===== config.mk =====
export PLATFORM = sky130hd
export DESIGN_NAME = hndshk_tx_arbiter
export DESIGN_NICKNAME = d
export VERILOG_FILES = /design/src/rtl/hndshk_pkg.sv /design/src/rtl/cdc_sync_bit.sv /design/src/rtl/hndshk_tx_arbiter.sv
export SDC_FILE = /design/constraint.sdc
export NUM_CORES = 1
export LEC_CHECK = 0
export ABC_AREA = 1
export BUFFER_PORTS_ARGS = -buffer_cell sky130_fd_sc_hd__buf_2
export CORE_ASPECT_RATIO = 1.2
export CORE_UTILIZATION = 46
export DETAILED_ROUTE_END_ITERATION = 8
export HOLD_SLACK_MARGIN = 0.06
export PLACE_DENSITY = 0.82
export REMOVE_ABC_BUFFERS = 1
export SETUP_SLACK_MARGIN = 0.5
export SLEW_MARGIN = 20
export SYNTH_ARGS = -nofsm -noshare
export SYNTH_HDL_FRONTEND = slang
export SYNTH_HIERARCHICAL = 1
export SYNTH_SLANG_ARGS = --single-unit

===== constraint.sdc =====
create_clock -name tclk -period 2 [get_ports tclk]
set_input_delay 0.1 -clock tclk [delete_from_list [all_inputs] [get_ports tclk]]
set_output_delay 0.1 -clock tclk [all_outputs]
set_load 0.005 [all_outputs]

===== src/rtl/hndshk_pkg.sv =====
// Shared types and constants for the t_rdy/t_data/r_ack CDC handshake channel.
package hndshk_pkg;

    localparam int unsigned HNDSHK_DATA_W = 32;

    typedef enum logic [1:0] {
        DRAIN   = 2'd0,
        IDLE    = 2'd1,
        REQ     = 2'd2,
        RELEASE = 2'd3
    } hndshk_tx_state_t;

endpackage


===== src/rtl/cdc_sync_bit.sv =====
// Multi-flop single-bit synchronizer; q follows d after STAGES clocks.
module cdc_sync_bit #(
    parameter int unsigned STAGES = 2
) (
    input  logic clk,
    input  logic reset,
    input  logic d,
    output logic q
);

    logic [STAGES-1:0] sync_q;

    always_ff @(posedge clk) begin
        if (reset) begin
            sync_q <= '0;
        end else begin
            sync_q <= {sync_q[STAGES-2:0], d};
        end
    end

    assign q = sync_q[STAGES-1];

endmodule


===== src/rtl/hndshk_tx_arbiter.sv =====
// Round-robin transmit scheduler for the 4-phase t_rdy/t_data/r_ack channel (tclk domain).
// Optional ack watchdog enabled by defining HNDSHK_TIMEOUT_EN.
module hndshk_tx_arbiter
    import hndshk_pkg::*;
#(
    parameter int unsigned NUM_REQ     = 4,
    parameter int unsigned DATA_W      = HNDSHK_DATA_W,
    parameter int unsigned SYNC_STAGES = 2,
    parameter int unsigned TIMEOUT_W   = 16
) (
    input  logic                        tclk,
    input  logic                        reset_tclk,
    input  logic [NUM_REQ-1:0]          req_valid,
    input  logic [NUM_REQ*DATA_W-1:0]   req_data,
    output logic [NUM_REQ-1:0]          req_ready,
    output logic                        t_rdy,
    output logic [DATA_W-1:0]           t_data,
    input  logic                        r_ack,
    output logic [$clog2(NUM_REQ)-1:0]  grant_id,
    output logic                        busy,
    output logic                        xfer_done,
    output logic                        timeout_err
);

    localparam int unsigned ID_W   = $clog2(NUM_REQ);
    localparam int unsigned DCNT_W = $clog2(SYNC_STAGES + 1);

    if (NUM_REQ < 2 || SYNC_STAGES < 2 || TIMEOUT_W < 1) begin : g_param_check
        $error("hndshk_tx_arbiter: illegal parameter combination");
    end

    hndshk_tx_state_t  state;
    logic [ID_W-1:0]   rr_ptr;
    logic [ID_W-1:0]   grant;
    logic              any_valid;
    logic              ack_s;
    logic [DCNT_W-1:0] drain_cnt;
    logic [DATA_W-1:0] lane [NUM_REQ];

    cdc_sync_bit #(
        .STAGES (SYNC_STAGES)
    ) u_ack_sync (
        .clk   (tclk),
        .reset (reset_tclk),
        .d     (r_ack),
        .q     (ack_s)
    );

    for (genvar i = 0; i < NUM_REQ; i++) begin : g_lane
        assign lane[i] = req_data[i*DATA_W +: DATA_W];
    end

    // First valid requester above ptr, wrapping; scanning downward lets the nearest win.
    function automatic logic [ID_W-1:0] rr_pick(input logic [NUM_REQ-1:0] valid,
                                                 input logic [ID_W-1:0]    ptr);
        logic [ID_W-1:0] pick;
        int unsigned     idx;
        pick = '0;
        for (int k = NUM_REQ; k >= 1; k--) begin
            idx = (int'(ptr) + k) % NUM_REQ;
            if (valid[ID_W'(idx)]) pick = ID_W'(idx);
        end
        return pick;
    endfunction

    always_comb begin
        req_ready = '0;
        any_valid = |req_valid;
        grant     = rr_pick(req_valid, rr_ptr);
        if (state == IDLE && any_valid) req_ready[grant] = 1'b1;
    end

    // DRAIN first lets the synchronizer refill so a stale ack from before reset is seen.
    always_ff @(posedge tclk) begin
        if (reset_tclk) begin
            state     <= DRAIN;
            busy      <= 1'b1;
            t_rdy     <= 1'b0;
            t_data    <= '0;
            grant_id  <= '0;
            rr_ptr    <= ID_W'(NUM_REQ - 1);
            xfer_done <= 1'b0;
            drain_cnt <= '0;
        end else begin
            xfer_done <= 1'b0;
            case (state)
                DRAIN: begin
                    if (drain_cnt != DCNT_W'(SYNC_STAGES)) begin
                        drain_cnt <= drain_cnt + 1'b1;
                    end else if (!ack_s) begin
                        state <= IDLE;
                        busy  <= 1'b0;
                    end
                end
                IDLE: begin
                    if (any_valid) begin
                        t_data   <= lane[grant];
                        t_rdy    <= 1'b1;
                        grant_id <= grant;
                        rr_ptr   <= grant;
                        state    <= REQ;
                        busy     <= 1'b1;
                    end
                end
                REQ: begin
                    if (ack_s) begin
                        t_rdy <= 1'b0;
                        state <= RELEASE;
                    end
                end
                RELEASE: begin
                    if (!ack_s) begin
                        xfer_done <= 1'b1;
                        state     <= IDLE;
                        busy      <= 1'b0;
                    end
                end
                default: begin
                    state <= DRAIN;
                    busy  <= 1'b1;
                end
            endcase
        end
    end

`ifdef HNDSHK_TIMEOUT_EN
    logic [TIMEOUT_W-1:0] wd_cnt;
    logic                 wd_active;

    assign wd_active = (state == REQ) || (state == RELEASE);

    // Watchdog only flags a stuck ack; the handshake itself is never aborted.
    always_ff @(posedge tclk) begin
        if (reset_tclk) begin
            wd_cnt      <= '0;
            timeout_err <= 1'b0;
        end else begin
            if ((state == IDLE && any_valid) || (state == REQ && ack_s)) begin
                wd_cnt <= '0;
            end else if (wd_active && wd_cnt != '1) begin
                wd_cnt <= wd_cnt + 1'b1;
            end
            if (wd_active && wd_cnt == '1) timeout_err <= 1'b1;
        end
    end
`else
    assign timeout_err = 1'b0;
`endif

endmodule


==> results by group <==
Global routing
  – Largest net degree at the start of global routing: 31
  – Vias in the first global route: roughly 4,000
  – Initial antenna violation count: 0
  – Total GRT Usage: 0.280
  – First-pass GRT wire length: 16.9 mm
  – Grt total ovfl: 0

STA
  – Crit path time final: 2.08 ns
  – Fin crit share: 1.04
  – Slew Viols, Final: 0
  – Hold Slack: roughly 0.13 ns
  – Worst Setup Slack, final: -0.0785 ns
  – Top achievable clock speed: about 480 MHz
  – Setup repair after global routing missed its margin: true
  – # setup viols final: 11
  – Final Hold Viols: 0
  – Final Skew: between 0.003 and 0.004 ns

Synthesis
  – Seq/Total Area, Yosys: 0.272
  – Synth Area in Compound Gates: 0.0371
  – Syn Inst Count: roughly 580
  – Mux contribution to synthesized area: 0
  – Yosys warnings: 6
  – Largest family of logic cells by synthesized area: simple AND/OR/NAND/NOR gates
  – FF+latch count, synth: between 40 and 50
  – XOR/XNOR share of the synthesized area: 0
  – Post-Synth Adder-Cell Area: 0.0227
  – Mapped Area: about 3300 um^2
  – Netlist cell types: 26
  – Synth Area in Simple Gates: 0.495
  – Syn avg cell area: roughly 5.7 um^2

Clock tree
  – Cts bufs inserted: 5
  – CTS tree: done
  – Clock Latency Late Sink: ~0.30 ns
  – Clk sinks: 45
  – H-tree depth: 2
  – Worst-case clock buffer depth: 2
  – Root Driver: clkbuf_8
  – Clock Pin Slew Worst Setup and Hold Paths: around 0.09 ns

Floorplanning
  – Die ar.: ~7500 um^2
  – Die height: 94.9 um
  – IO Count: roughly 180
  – Initial core utilization: 0.480
  – Core ar.: 6900 um^2
  – DIE WIDTH: 79.4 um
  – FP Rows: 33

Setup path
  – Arr. time, crit path: ~2.3 ns
  – Reg-to-Reg End: t_data[22]$_SDFFE_PP0P_
  – Crit path required time: 2.20 ns
  – Crit Path Class: reg -> reg
  – Largest fanout on the critical path: 10
  – R2R Setup Slk: -0.08 ns
  – Worst r2r src: rr_ptr[0]$_SDFFE_PP1P_
  – Worst R2R Path Depth: 17
  – CP Capture Type: flip-flop
  – Worst setup SP type: flip-flop

Power and ir drop
  – Power density cells: between 1500 and 2000 nW/um^2
  – Total power: around 8.0 mW
  – Peak supply drop: between 900 and 1000 uV
  – LEAKAGE: just over 3 nW

Cells and area
  – NumNets Final: about 920
  – Filler instances: between 500 and 600
  – Area Overhead vs Synth: 54.7%
  – Area of the multi-input gates: roughly 2000 um^2
  – Layout Cells excl Fill: approximately 870
  – Ant diodes: 0
  – Storage cell area: between 900 and 1000 um^2
  – Layout cells sized above 1: 0.369
  – Post-layout instance area: roughly 5100 um^2
  – Fin util: 0.743

Hold path
  – Hold wc startpoint: req_data[23]
  – HP Class: in -> reg
  – Worst hold path depth: 5
  – Hold Path Sink: t_data[23]$_SDFFE_PP0P_

Route
  – Via count: 4,550
  – WL per Instance: 14.5 um
  – ANT nets after route: 0
  – Drc violations: 0
  – Via density: 5.24
  – 1st-pass router iterations: 6
  – DRT iter0 DRCs: approximately 320
  – Final WL: 12.6 mm

Placed design
  – Placed inst area: approximately 4300 um^2
  – Number of buffers inserted by port buffering: 175
  – Dpl cells: just over 800
  – GPL Wtd Cong: 0.980
  – HPWL Detailed: 7.22 mm

Status
  – Status: complete, but fails checks
  – Violated checks: setup timing

Flow run
  – Max cap viols: 0
-- cells in the final DEF (no fill, tap or decap), drive strengths merged --
cell type and count:
nand4 1, nor2 94, a221oi 1, o21ai 7, clkinv 1, a22oi 1, nand2 165, buf 222
a31oi 1, a21oi 5, conb 1, o211ai 4, and3b 17, nand3 98, dfxtp 45, ha 6
bufinv 1, inv 98, dlygate4sd3 1, clkbuf 12
-- registers in the layout, indices dropped and copies added, names as in the netlist --
signal / flops
busy: 1
drain_cnt: 2
grant_id: 2
rr_ptr: 2
state: 2
t_data: 32
t_rdy: 1
u_ack_sync/sync_q: 2
xfer_done: 1
-- Yosys cell counts --
master,instances,area (um^2)
buf_4,6,45.0
buf_2,8,40.0
a21oi_1,5,25.0
nor2_4,1,11.3
clkinv_2,1,5.00
o211ai_1,4,30.0
a22oi_1,1,7.51
and3b_1,17,149
dfxtp_1,45,901
clkbuf_1,14,52.6
nand2_1,162,608
ha_1,6,75.1
nand3_1,97,485
nand4_1,1,6.26
nor2_1,93,349
o21ai_2,1,8.76
inv_2,3,11.3
nand2_2,3,18.8
a221oi_1,1,8.76
o21ai_0,6,30.0
buf_6,5,56.3
inv_4,1,6.26
nand3_2,1,10.0
conb_1,1,3.75
a31oi_2,1,12.5
inv_1,94,353
-- cell type report --
type | instances | area share
Clock buffer | 7 | 0.0169
Clock inverter | 1 | 0.00586
Inverter | 99 | 0.0770
Multi-Input combinational cell | 401 | 0.395
Sequential cell | 45 | 0.178
Tap cell | 87 | 0.0213
Timing Repair Buffer | 228 | 0.306
-- timing repair --
action                     4_1_cts  5_1_grt
hold endpoints to repair         1        0
hold buffers                     1        0
setup endpoints to repair       41       45
buffers inserted                15       14
cloned                           3        5
pin swaps                       13       17
gates resized for setup         45       47
-- worst max-delay path by stage --
stage	end	slack [ns]	startpoint	cells past startpoint
3_3_place_gp	t_data[11]$_SDFFE_PP0P_	0.11	rr_ptr[0]$_SDFFE_PP1P_	13
2_1_floorplan	t_data[0]$_SDFFE_PP0P_	-0.92	state[1]$_SDFFE_PP0P_	7
6_report	t_data[22]$_SDFFE_PP0P_	-0.08	rr_ptr[0]$_SDFFE_PP1P_	17
4_1_cts	req_ready[1]	0.15	rr_ptr[0]$_SDFFE_PP1P_	13
5_1_grt	t_data[22]$_SDFFE_PP0P_	-0.17	rr_ptr[0]$_SDFFE_PP1P_	17
3_5_place_dp	t_data[19]$_SDFFE_PP0P_	0.04	rr_ptr[0]$_SDFFE_PP1P_	13
-- kinds of logic after synthesis --
| group | count (synthesis) |
|---|---|
| fa+ha+maj | 6 |
| buf+inv | 132 |
| compound gates | 19 |
| simple gates | 375 |
| other cells | 1 |
| flops | 45 |
-- power breakdown --
part | total, mW | internal, mW | switching, mW
logic | 5.82 | 2.71 | 3.11
registers | 1.44 | 1.22 | 0.216
clock network | 0.728 | 0.408 | 0.320
total | 7.99 | 4.34 | 3.65
-- layer usage --
layer	share of wire	GRT usage
met2	0.52	0.529
met1	0.35	0.306
met5	0	0
met4	0.043	0.103
met3	0.079	0.0512
-- stage by stage --
| stage | setup slack [ns] | TNS [ns] |
|---|---|---|
| 6_report | -0.0785 | -0.224 |
| 5_1_grt | -0.173 | -2.61 |
| 4_1_cts | 0.151 | 0 |
| 3_5_place_dp | 0.0417 | 0 |
| 3_3_place_gp | 0.113 | 0 |
| 2_1_floorplan | -0.924 | -28.98 |
-- critical path, stage by stage (launching register included) --
cell,delay (ns)
dfxtp_4,0.41
inv_6,0.11
nand2_4,0.06
nand2_4,0.09
nand2_2,0.09
nand2_2,0.09
nand2_2,0.06
nand2_1,0.09
nand2_2,0.08
nand2_4,0.09
buf_6,0.14
buf_12,0.15
clkbuf_16,0.16
nand2_1,0.07
nand3_1,0.08
nand3_1,0.09
nand2_1,0.08
inv_1,0.04
Note: power is estimated with default switching activity, not from simulation.
